`src/rtl/ps2_pkg.sv`:
```
// ps2_pkg: shared PS/2 frame constants and host transmitter state encoding
package ps2_pkg;
  typedef enum logic [2:0] {IDLE, INHIBIT, RTS, DATA, ACK, RELEASE} state_t;
  localparam int FRAME_BITS = 10;
endpackage

```
`src/rtl/ps2_host_tx_if.sv`:
```
// ps2_host_tx_if: core-side command handshake of the PS/2 host transmitter
interface ps2_host_tx_if;
  logic [7:0] tx_data;
  logic       tx_valid;
  logic       tx_ready;
  logic       tx_done;
  logic       tx_error;
  logic       busy;
  modport master (output tx_data, tx_valid, input tx_ready, tx_done, tx_error, busy);
  modport slave (input tx_data, tx_valid, output tx_ready, tx_done, tx_error, busy);
endinterface

```
`src/rtl/ps2_line_sync.sv`:
```
// ps2_line_sync: synchronizes the raw PS/2 lines and flags falling clock edges
module ps2_line_sync (
  input  logic clk,
  input  logic reset_n,
  input  logic ps2_clk_in,
  input  logic ps2_dat_in,
  output logic clk_s,
  output logic dat_s,
  output logic fall
);
  logic [1:0] clk_ff, dat_ff;
  logic       clk_d;
  // two-flop synchronizers plus one delay stage; idle lines reset high so no false edge
  always_ff @(posedge clk or negedge reset_n)
    if (!reset_n) begin
      clk_ff <= 2'b11;
      dat_ff <= 2'b11;
      clk_d  <= 1'b1;
    end else begin
      clk_ff <= {clk_ff[0], ps2_clk_in};
      dat_ff <= {dat_ff[0], ps2_dat_in};
      clk_d  <= clk_ff[1];
    end
  assign clk_s = clk_ff[1];
  assign dat_s = dat_ff[1];
  assign fall  = clk_d & ~clk_s;
endmodule

```
`src/rtl/ps2_host_tx.sv`:
```
// ps2_host_tx: sends one command byte host-to-device over the open-drain PS/2 pair
module ps2_host_tx
  import ps2_pkg::*;
#(
  parameter int CLK_FREQ_HZ = 24576000,
  parameter int INHIBIT_US  = 100,
  parameter int TIMEOUT_MS  = 15
) (
  input  logic         clk,
  input  logic         reset_n,
  ps2_host_tx_if.slave bus,
  input  logic         ps2_clk_in,
  input  logic         ps2_dat_in,
  output logic         ps2_clk_oe,
  output logic         ps2_dat_oe
);
  localparam int INHIBIT_CYC = (CLK_FREQ_HZ / 1000) * INHIBIT_US / 1000;
  localparam int TIMEOUT_CYC = (CLK_FREQ_HZ / 1000) * TIMEOUT_MS;
  localparam int IW = $clog2(INHIBIT_CYC + 1);
  localparam int TW = $clog2(TIMEOUT_CYC + 1);
  state_t        state, state_nx;
  logic [9:0]    shreg;
  logic [3:0]    bit_cnt;
  logic [IW-1:0] inh_cnt;
  logic [TW-1:0] to_cnt;
  logic          drv, clk_s, dat_s, fall, accept, timeout, active;
  ps2_line_sync u_sync (
    .clk        (clk),
    .reset_n    (reset_n),
    .ps2_clk_in (ps2_clk_in),
    .ps2_dat_in (ps2_dat_in),
    .clk_s      (clk_s),
    .dat_s      (dat_s),
    .fall       (fall)
  );
  assign active  = state != IDLE && state != RELEASE;
  assign accept  = state == IDLE && bus.tx_valid;
  assign timeout = active && to_cnt == TW'(TIMEOUT_CYC - 1);
  // state register
  always_ff @(posedge clk or negedge reset_n)
    if (!reset_n) state <= IDLE;
    else state <= state_nx;
  // next state and result pulses; timeout overrides any state so done/error never coincide
  always_comb begin
    state_nx     = state;
    bus.tx_done  = 1'b0;
    bus.tx_error = 1'b0;
    if (timeout) begin
      state_nx     = RELEASE;
      bus.tx_error = 1'b1;
    end else begin
      case (state)
        IDLE:    if (bus.tx_valid) state_nx = INHIBIT;
        INHIBIT: if (inh_cnt == IW'(INHIBIT_CYC - 1)) state_nx = RTS;
        RTS:     state_nx = DATA;
        DATA:    if (bit_cnt == 4'(FRAME_BITS)) state_nx = ACK;
        ACK:
          if (fall) begin
            state_nx     = RELEASE;
            bus.tx_done  = ~dat_s;
            bus.tx_error = dat_s;
          end
        RELEASE: if (clk_s && dat_s) state_nx = IDLE;
        default: state_nx = IDLE;
      endcase
    end
  end
  // frame shifter, data-line drive and the inhibit/timeout counters
  always_ff @(posedge clk or negedge reset_n)
    if (!reset_n) begin
      shreg   <= '0;
      bit_cnt <= '0;
      inh_cnt <= '0;
      to_cnt  <= '0;
      drv     <= 1'b0;
    end else if (accept) begin
      shreg   <= {1'b1, ~^bus.tx_data, bus.tx_data};
      bit_cnt <= '0;
      inh_cnt <= '0;
      to_cnt  <= '0;
    end else begin
      if (state == INHIBIT) inh_cnt <= inh_cnt + 1'b1;
      if (active) to_cnt <= to_cnt + 1'b1;
      if (state_nx == RTS) drv <= 1'b1;
      else if (state == DATA && state_nx == DATA && fall && bit_cnt != 4'(FRAME_BITS)) begin
        drv     <= ~shreg[0];
        shreg   <= shreg >> 1;
        bit_cnt <= bit_cnt + 1'b1;
      end else if (state_nx != DATA) drv <= 1'b0;
    end
  assign bus.tx_ready = state == IDLE;
  assign bus.busy     = state != IDLE;
  assign ps2_clk_oe   = state == INHIBIT;
  assign ps2_dat_oe   = drv;
endmodule

```
`src/flat_wrapper.sv`:
```
// flat-port wrapper written by rule: the top's interface ports become plain ports
module ps2_host_tx_flat import ps2_pkg::*;
#(
  parameter int CLK_FREQ_HZ = 24576000,
  parameter int INHIBIT_US  = 100,
  parameter int TIMEOUT_MS  = 15
)
  (clk, reset_n, ps2_clk_in, ps2_dat_in, ps2_clk_oe, ps2_dat_oe, bus_tx_data, bus_tx_valid, bus_tx_ready, bus_tx_done, bus_tx_error, bus_busy);
  ps2_host_tx_if bus_i ();
  input  logic clk;
  input  logic reset_n;
  input  logic ps2_clk_in;
  input  logic ps2_dat_in;
  output logic ps2_clk_oe;
  output logic ps2_dat_oe;
  input wire logic [$bits(bus_i.tx_data)-1:0] bus_tx_data;
  input wire logic [$bits(bus_i.tx_valid)-1:0] bus_tx_valid;
  output wire logic [$bits(bus_i.tx_ready)-1:0] bus_tx_ready;
  output wire logic [$bits(bus_i.tx_done)-1:0] bus_tx_done;
  output wire logic [$bits(bus_i.tx_error)-1:0] bus_tx_error;
  output wire logic [$bits(bus_i.busy)-1:0] bus_busy;
  assign bus_i.tx_data = bus_tx_data;
  assign bus_i.tx_valid = bus_tx_valid;
  assign bus_tx_ready = bus_i.tx_ready;
  assign bus_tx_done = bus_i.tx_done;
  assign bus_tx_error = bus_i.tx_error;
  assign bus_busy = bus_i.busy;
  ps2_host_tx #(.CLK_FREQ_HZ(CLK_FREQ_HZ), .INHIBIT_US(INHIBIT_US), .TIMEOUT_MS(TIMEOUT_MS)) u_core (.clk(clk), .reset_n(reset_n), .bus(bus_i), .ps2_clk_in(ps2_clk_in), .ps2_dat_in(ps2_dat_in), .ps2_clk_oe(ps2_clk_oe), .ps2_dat_oe(ps2_dat_oe));
endmodule
```
`config.mk`:
```
export PLATFORM = sky130hd
export DESIGN_NAME = ps2_host_tx_flat
export DESIGN_NICKNAME = d
export VERILOG_FILES = /design/src/rtl/ps2_pkg.sv /design/src/rtl/ps2_host_tx_if.sv /design/src/rtl/ps2_line_sync.sv /design/src/rtl/ps2_host_tx.sv /design/src/flat_wrapper.sv
export SDC_FILE = /design/constraint.sdc
export NUM_CORES = 1
export LEC_CHECK = 0
export CAP_MARGIN = 20
export CORE_MARGIN = 2
export CORE_UTILIZATION = 35
export CTS_CLUSTER_DIAMETER = 40
export CTS_CLUSTER_SIZE = 10
export DETAILED_ROUTE_END_ITERATION = 6
export GPL_TIMING_DRIVEN = 0
export MAX_ROUTING_LAYER = met4
export PLACE_DENSITY = 0.54
export SLEW_MARGIN = 20
export SYNTH_ARGS = -nofsm -noshare
export SYNTH_HDL_FRONTEND = slang
export SYNTH_SLANG_ARGS = --single-unit
export TNS_END_PERCENT = 10
```
`constraint.sdc`:
```
create_clock -name clk -period 2.45 [get_ports clk]
set_input_delay 0.245 -clock clk [delete_from_list [all_inputs] [get_ports clk]]
set_output_delay 0.245 -clock clk [all_outputs]
set_load 0.1 [all_outputs]
```
==> flow_summary.json, run 1 <==
{
  "outcome": "finished, violations left",
  "violations": "negative setup slack",
  "synth-main-ff-cell": "dfrtp_1",
  "core_area_um2": 7770,
  "synth_fp_nets": 296,
  "drt-vias-per-instance": 5.03,
  "hold_viol": 0,
  "die_w_um": 93.7,
  "finClkSkew_ns": 0.0134,
  "nets": 332,
  "critPathBufInv": 2,
  "cp-end-kind": "primary output",
  "async_flop_share_pct": 100,
  "design.die.area_um2": 8770,
  "grt_antenna_before_repair": 0,
  "globalplace.congestion": 0.784,
  "setup_slack_ns": -0.0120,
  "synth_area_um2": 2810,
  "dr.pass1.iters": 4,
  "crit_required_ns": 2.20,
  "cts_tree": "done",
  "top_usage_layer": "met2",
  "cts.sinks": 54,
  "drcViolationCount": 0,
  "rows": 32,
  "nFillCells": 759,
  "insertedDiodeCount": 0,
  "p_int_mw": 1.13,
  "min_period_over_period_pct": 100,
  "power_density_nw_per_um2": 435,
  "crit_arrival_ns": 2.22,
  "rsz0062_at_grt": "yes",
  "fmax_ghz": 0.406,
  "ctsRootBufferMaster": "clkbuf_8",
  "finalWirelength_mm": 5.90,
  "cts_made_buffers": 5,
  "power_frac_seq_pct": 61.3,
  "max-slew-margin-rel_pct": 35.6,
  "power_leakage_nw": 1.43,
  "sw_frac_of_total_pct": 22.9,
  "ios": 19,
  "hpwl_mm": 3.96,
  "stdcell_area_um2": 3380,
  "place_inst": 398,
  "fin_crit_ns": 2.46,
  "worst-setup-path-type": "flop to primary output",
  "maxCapViolCount": 0,
  "crit_path_cell_trace": "or4_4 -> or4_4 -> buf_12 -> nand2_4 -> buf_12",
  "overflow": 0,
  "cp-start-kind": "flop",
  "worst_slew_pin_slew_ns": 0.963,
  "holdWs_ns": 0.332,
  "yosys.area.top_type": "dfrtp_1",
  "clk-insertion-delay-late_ns": 0.31,
  "fp.dieH_um": 93.7,
  "port_buffers": 18,
  "grt_usage_pct": 15.1,
  "place_area_um2": 3150,
  "use_met1_pct": 20.8,
  "comb_power_share_pct": 4.6,
  "slowest_delay_ns": 0.56,
  "finalPower_mw": 1.47,
  "yosysUniqueCellTypes": 57,
  "crit_family": "simple AND/OR/NAND/NOR gates",
  "use_met3_pct": 2.65,
  "grt_pass1_vias": 2026,
  "synth_warnings": 0,
  "synth-seq-cells": 54,
  "grt_max_degree": 55,
  "maxSlewViolCount": 0,
  "clkTransAtPathRegs_ns": 0.10,
  "synthDominantCellAreaShare_pct": 43.6,
  "dr.first_iter.drc_count": 104,
  "yosysMostFrequentCell": "dfrtp_1",
  "crit_fanout": 5,
  "syn-instance-count": 278,
  "syn_to_final_growth_pct": 20.1,
  "wire_per_inst_um": 14.1,
  "min_path_type": "primary input to flop",
  "p_sw_mw": 0.337,
  "grt_pass1_wl_mm": 10.1,
  "vias": 2099,
  "drive_above_1_share_pct": 15.9,
  "initial_core_util_pct": 36.2,
  "yosysSeqAreaShare_pct": 48.2,
  "fin_cells": 417,
  "peakVddDrop_uv": 181,
  "pwr-share-clk_pct": 34.2,
  "synth-edff-count": 0,
  "yosys-top-cells-count": "dfrtp_1, nor2_1, nand2_1, xnor2_1, nand3_1",
  "h-tree-depth": 2,
  "postSynthAreaPerCell_um2": 10.1,
  "cp_slowest_cell": "or4_4",
  "ant_nets": 0,
  "met2_usage_pct": 23.0,
  "clockBufferDepth": 2,
  "synthTopCellsByArea": "dfrtp_1, xnor2_1, dfstp_2",
  "setup_viol": 1
}
==> logic make-up after synthesis <==
kind of cell | Yosys count | share of synthesized area, %
simple gates | 127 | 25.5
flops | 54 | 48.2
compound gates | 39 | 10.1
xor+xnor | 31 | 9.65
buf+inv | 18 | 2.76
fa+ha+maj | 5 | 2.22
mux | 4 | 1.51
==> layer usage <==
layer  routed length, um  share of wire, %
met1                2960                50
met2                2680                45
met3                 169               2.9
met4                  87               1.5
met5                   0                 0
==> repair_timing <==
action	CTS	global route
buffers inserted	2	8
hold buffers	1	0
pin swaps	1	4
hold endpoints to repair	36	0
resized for setup	25	10
setup endpoints to repair	5	5
==> per-stage QoR <==
step | setup TNS (ns) | setup WS [ns] | utilization (%)
CTS | -0.104 | -0.0991 | 42.3
global route | -0.0581 | -0.0581 | 43.5
finish | -0.0120 | -0.0120 | 43.5
floorplan | -0.235 | -0.109 | -
global placement | -28.43 | -0.693 | 40.5
detailed placement | -1.36 | -0.726 | 40.5
==> sequential cells by signal (all words and copies together), names as in the netlist <==
signal,flops
u_core.bit_cnt,4
u_core.inh_cnt,12
u_core.ps2_dat_oe,1
u_core.shreg,10
u_core.state,3
u_core.to_cnt,19
u_core.u_sync.clk_d,1
u_core.u_sync.clk_ff,2
u_core.u_sync.dat_ff,2
==> power groups by stage <==
stage	Clock (mW)	Combinational (mW)	Sequential, mW
global placement	0	0.0671	0.918
global route	0.572	0.0742	0.902
floorplan	0	0.0231	0.918
CTS	0.531	0.0690	0.901
detailed placement	0	0.0671	0.918
finish	0.502	0.0670	0.901
==> worst paths after layout <==
path | from | end | slack [ns] | depth (start not counted)
max | u_core.to_cnt[13]$_DFFE_PN0P_ | bus_tx_error | -0.01 | 5
min | ps2_clk_in | u_core.u_sync.clk_ff[0]$_DFF_PN1_ | 0.33 | 1
max reg2reg | u_core.to_cnt[13]$_DFFE_PN0P_ | u_core.shreg[0]$_DFFE_PN0P_ | 0.23 | 7
min reg2reg | u_core.u_sync.clk_ff[0]$_DFF_PN1_ | u_core.u_sync.clk_ff[1]$_DFF_PN1_ | 0.36 | 0
max in group asynchronous | reset_n | u_core.to_cnt[0]$_DFFE_PN0P_ | 1.45 | 2
min in group asynchronous | reset_n | u_core.shreg[1]$_DFFE_PN0P_ | 0.50 | 2
==> area by class of cell <==
type	count	area, um^2	share of cell area, %
clock inverter	2	15.0	0.444
clock buffer	6	72.6	2.15
multi-input combinational	206	1440	42.6
buffer	8	51.3	1.52
timing repair buffer	29	275	8.15
tap	102	128	3.78
inverter	10	41.3	1.22
sequential	54	1360	40.2
==> cell usage in the layout, fill, tap and decap left out, types with 3 or more instances in the layout <==
master	n
dfrtp_1	49
nand4_1	7
dfstp_2	5
xnor2_1	18
o21ai_0	6
clkinvlp_4	3
ha_1	5
nor2_1	32
or3_1	6
and3_1	3
inv_1	9
nor3_1	7
xor2_1	13
nand2_1	20
nor4_1	3
o221a_1	7
buf_4	11
clkbuf_1	3
a21oi_1	10
nand2b_1	9
nand3_1	14
clkbuf_8	5
and2_1	4
clkdlybuf4s50_1	12
==> worst reg2reg max path, cell delays in order (launching register included) <==
cell and delay, ns:
dfrtp_1 0.42, or4_4 0.55, buf_4 0.16, nor4_4 0.25, buf_4 0.18, buf_4 0.15
o21ai_2 0.13, o221a_1 0.26
Power figures use the tool's default switching activity.
==> inputs of run 2 (changes only) <==
--- a/config.mk
+++ b/config.mk
@@ -5,7 +5,7 @@
 export SDC_FILE = /design/constraint.sdc
 export NUM_CORES = 1
 export LEC_CHECK = 0
-export CAP_MARGIN = 20
+export CAP_MARGIN = 5
 export CORE_MARGIN = 2
 export CORE_UTILIZATION = 35
 export CTS_CLUSTER_DIAMETER = 40
==> results of run 2 <==
Same layout as run 1: the final DEF is identical, and so are final timing and power.
==> inputs of run 3 (changes only) <==
--- a/config.mk
+++ b/config.mk
@@ -6,7 +6,7 @@
 export NUM_CORES = 1
 export LEC_CHECK = 0
 export CAP_MARGIN = 5
-export CORE_MARGIN = 2
+export CORE_MARGIN = 1
 export CORE_UTILIZATION = 35
 export CTS_CLUSTER_DIAMETER = 40
 export CTS_CLUSTER_SIZE = 10
==> run 3 against run 2 <==
Sequential share of layout area is 0.075 points higher. Critical endpoint unchanged. The run now ends clean. Largest cell class unchanged. Non-clock buffer count unchanged. Critical path depth increased by 1. Critical path type unchanged. Cell area shrank 0.19%. Power rose by 0.30%. Global-route usage up 0.79 points. Setup slack better by 0.028 ns.
==> flow_summary.json, run 3 (synthesis results as in run 1) <==
{
  "finalPower_mw": 1.47,
  "maxSlewViolCount": 0,
  "reg2reg_slack_ns": 0.20,
  "nets": 332,
  "use_met3_pct": 2.49,
  "setup_viol": 0,
  "nFillCells": 755,
  "ios": 19,
  "outcome": "complete, no violations",
  "die_w_um": 91.7,
  "r2r_end": "u_core.shreg[3]$_DFFE_PN0P_",
  "min_from": "ps2_clk_in",
  "regMostFlops": "u_core.to_cnt",
  "holdWs_ns": 0.334,
  "worst_slew_pin_slew_ns": 0.976,
  "clockBufferDepth": 2,
  "syn_to_final_growth_pct": 19.8,
  "min_to": "u_core.u_sync.clk_ff[0]$_DFF_PN1_",
  "vias": 2123,
  "critPathBufInv": 2,
  "clk-insertion-delay-late_ns": 0.30,
  "drive_above_1_share_pct": 15.9,
  "cp-end-kind": "primary output",
  "grt_antenna_before_repair": 0,
  "core_area_um2": 7770,
  "cts.sinks": 54,
  "initial_core_util_pct": 36.2,
  "finalWirelength_mm": 5.85,
  "hpwl_mm": 3.88,
  "slowest_delay_ns": 0.51,
  "grt_usage_pct": 15.9,
  "min_path_type": "primary input to flop",
  "cp-start-kind": "flop",
  "fmax_ghz": 0.411,
  "place_area_um2": 3150,
  "whs_path_depth": 1,
  "setup-tns-final_ns": 0,
  "grt_pass1_vias": 2080,
  "use_met1_pct": 21.3,
  "clkTransAtPathRegs_ns": 0.10,
  "top_usage_layer": "met2",
  "dr.pass1.iters": 5,
  "ctsRootBufferMaster": "clkbuf_8",
  "rows": 32,
  "r2r_cells": 8,
  "mostFrequentLayoutCells": "dfrtp_1, nor2_1, nand2_1",
  "wire_per_inst_um": 14.0,
  "min_period_over_period_pct": 99.3,
  "path_common_cell": "or4_4",
  "crit_path_cell_trace": "nand2_2 -> or4_4 -> or4_4 -> buf_8 -> nand2_4 -> buf_12",
  "cts_tree": "done",
  "crit_fanout": 6,
  "h-tree-depth": 2,
  "final_common_cell": "dfrtp_1",
  "power_leakage_nw": 1.43,
  "cp_slowest_cell": "or4_4",
  "drcViolationCount": 0,
  "worst-setup-path-type": "flop to primary output",
  "largest_reg_flops": 19,
  "stdcell_area_um2": 3370,
  "insertedDiodeCount": 0,
  "met2_usage_pct": 23.7,
  "grt_pass1_wl_mm": 10.1,
  "ant_nets": 0,
  "cts_made_buffers": 5,
  "crit_arrival_ns": 2.19,
  "globalplace.congestion": 0.768,
  "max-slew-margin-rel_pct": 34.7,
  "grt_max_degree": 55,
  "top_regs": "u_core.to_cnt x19, u_core.inh_cnt x12, u_core.shreg x10",
  "hold_viol": 0,
  "crit_family": "simple AND/OR/NAND/NOR gates",
  "fp.dieH_um": 91.7,
  "design.die.area_um2": 8400,
  "overflow": 0,
  "drt-vias-per-instance": 5.09,
  "finClkSkew_ns": 0.00930,
  "power_density_nw_per_um2": 437,
  "crit_required_ns": 2.20,
  "rsz0062_at_grt": "yes",
  "peakVddDrop_uv": 205,
  "fin_crit_ns": 2.43,
  "dr.first_iter.drc_count": 62,
  "r2r_start": "u_core.to_cnt[15]$_DFFE_PN0P_",
  "maxCapViolCount": 0,
  "port_buffers": 18
}
## run 3: changes by cell type in the layout (fill, tap and decap cells not counted)
| cell | before | now |
|---|---|---|
| clkinvlp_4 | 3 | 1 |
| nand2_4 | 2 | 1 |
| buf_12 | 2 | 1 |
| nand2_2 | 1 | 2 |
| clkbuf_8 | 5 | 6 |
| clkinv_2 | 0 | 1 |
| buf_8 | 0 | 1 |
## run 3: cell type report
type | instances | area [um^2] | share of cell area, %
multi-input cells | 206 | 1430 | 42.5
flip-flops and latches | 54 | 1360 | 40.3
repair buffers | 29 | 275 | 8.16
well taps | 102 | 128 | 3.78
clock buffers | 7 | 86.3 | 2.56
plain buffers | 8 | 46.3 | 1.37
inverters | 10 | 41.3 | 1.22
clock inverters | 1 | 5.00 | 0.148
## run 3: how the worst max path moves through the flow
stage                                   from                            end  slack (ns)  cells past startpoint
6_report       u_core.to_cnt[15]$_DFFE_PN0P_                   bus_tx_error        0.02                      6
5_1_grt        u_core.to_cnt[15]$_DFFE_PN0P_                   bus_tx_error       -0.04                      6
2_1_floorplan      u_core.state[2]$_DFF_PN0_  u_core.inh_cnt[9]$_DFFE_PN0P_       -0.11                      6
3_5_place_dp    u_core.to_cnt[3]$_DFFE_PN0P_                   bus_tx_error       -0.72                      6
3_3_place_gp    u_core.to_cnt[3]$_DFFE_PN0P_                   bus_tx_error       -0.70                      6
4_1_cts        u_core.to_cnt[13]$_DFFE_PN0P_                   bus_tx_error       -0.07                      5
## run 3: metrics by stage
stage               util, %  cells  worst slack (ns)
floorplan                 -    278            -0.109
global placement       40.5    398            -0.701
detailed placement     40.5    398            -0.721
CTS                    42.3    409           -0.0744
global route           43.4    417           -0.0383
finish                 43.4    417            0.0161
## run 3: timing repair
item / 4_1_cts / 5_1_grt
setup endpoints to repair: 5 / 12
hold buffers: 1 / 0
cloned: 0 / 0
hold endpoints to repair: 1 / 0
pin swaps: 1 / 3
resized for setup: 24 / 9
setup buffers: 2 / 8
## run 3: routing by layer
layer | vias to the layer above | share of wire [%]
met5 | - | 0
met4 | 0 | 2.1
met3 | 6 | 3.3
met2 | 32 | 46
met1 | 1031 | 49
li1 | 1054 | -
## run 3: worst reg2reg max path, stage by stage (launching register included)
cell and delay (ns):
dfrtp_1 0.43, nand2_2 0.08, or4_4 0.51, buf_4 0.15, nor4_4 0.25, buf_4 0.18, buf_4 0.15, o21ai_2 0.13
o221a_1 0.27
## run 3: power breakdown
part / switching [mW] / internal (mW)
logic: 0.0325 / 0.0326
registers: 0.00274 / 0.898
clock network: 0.280 / 0.229
total: 0.315 / 1.16
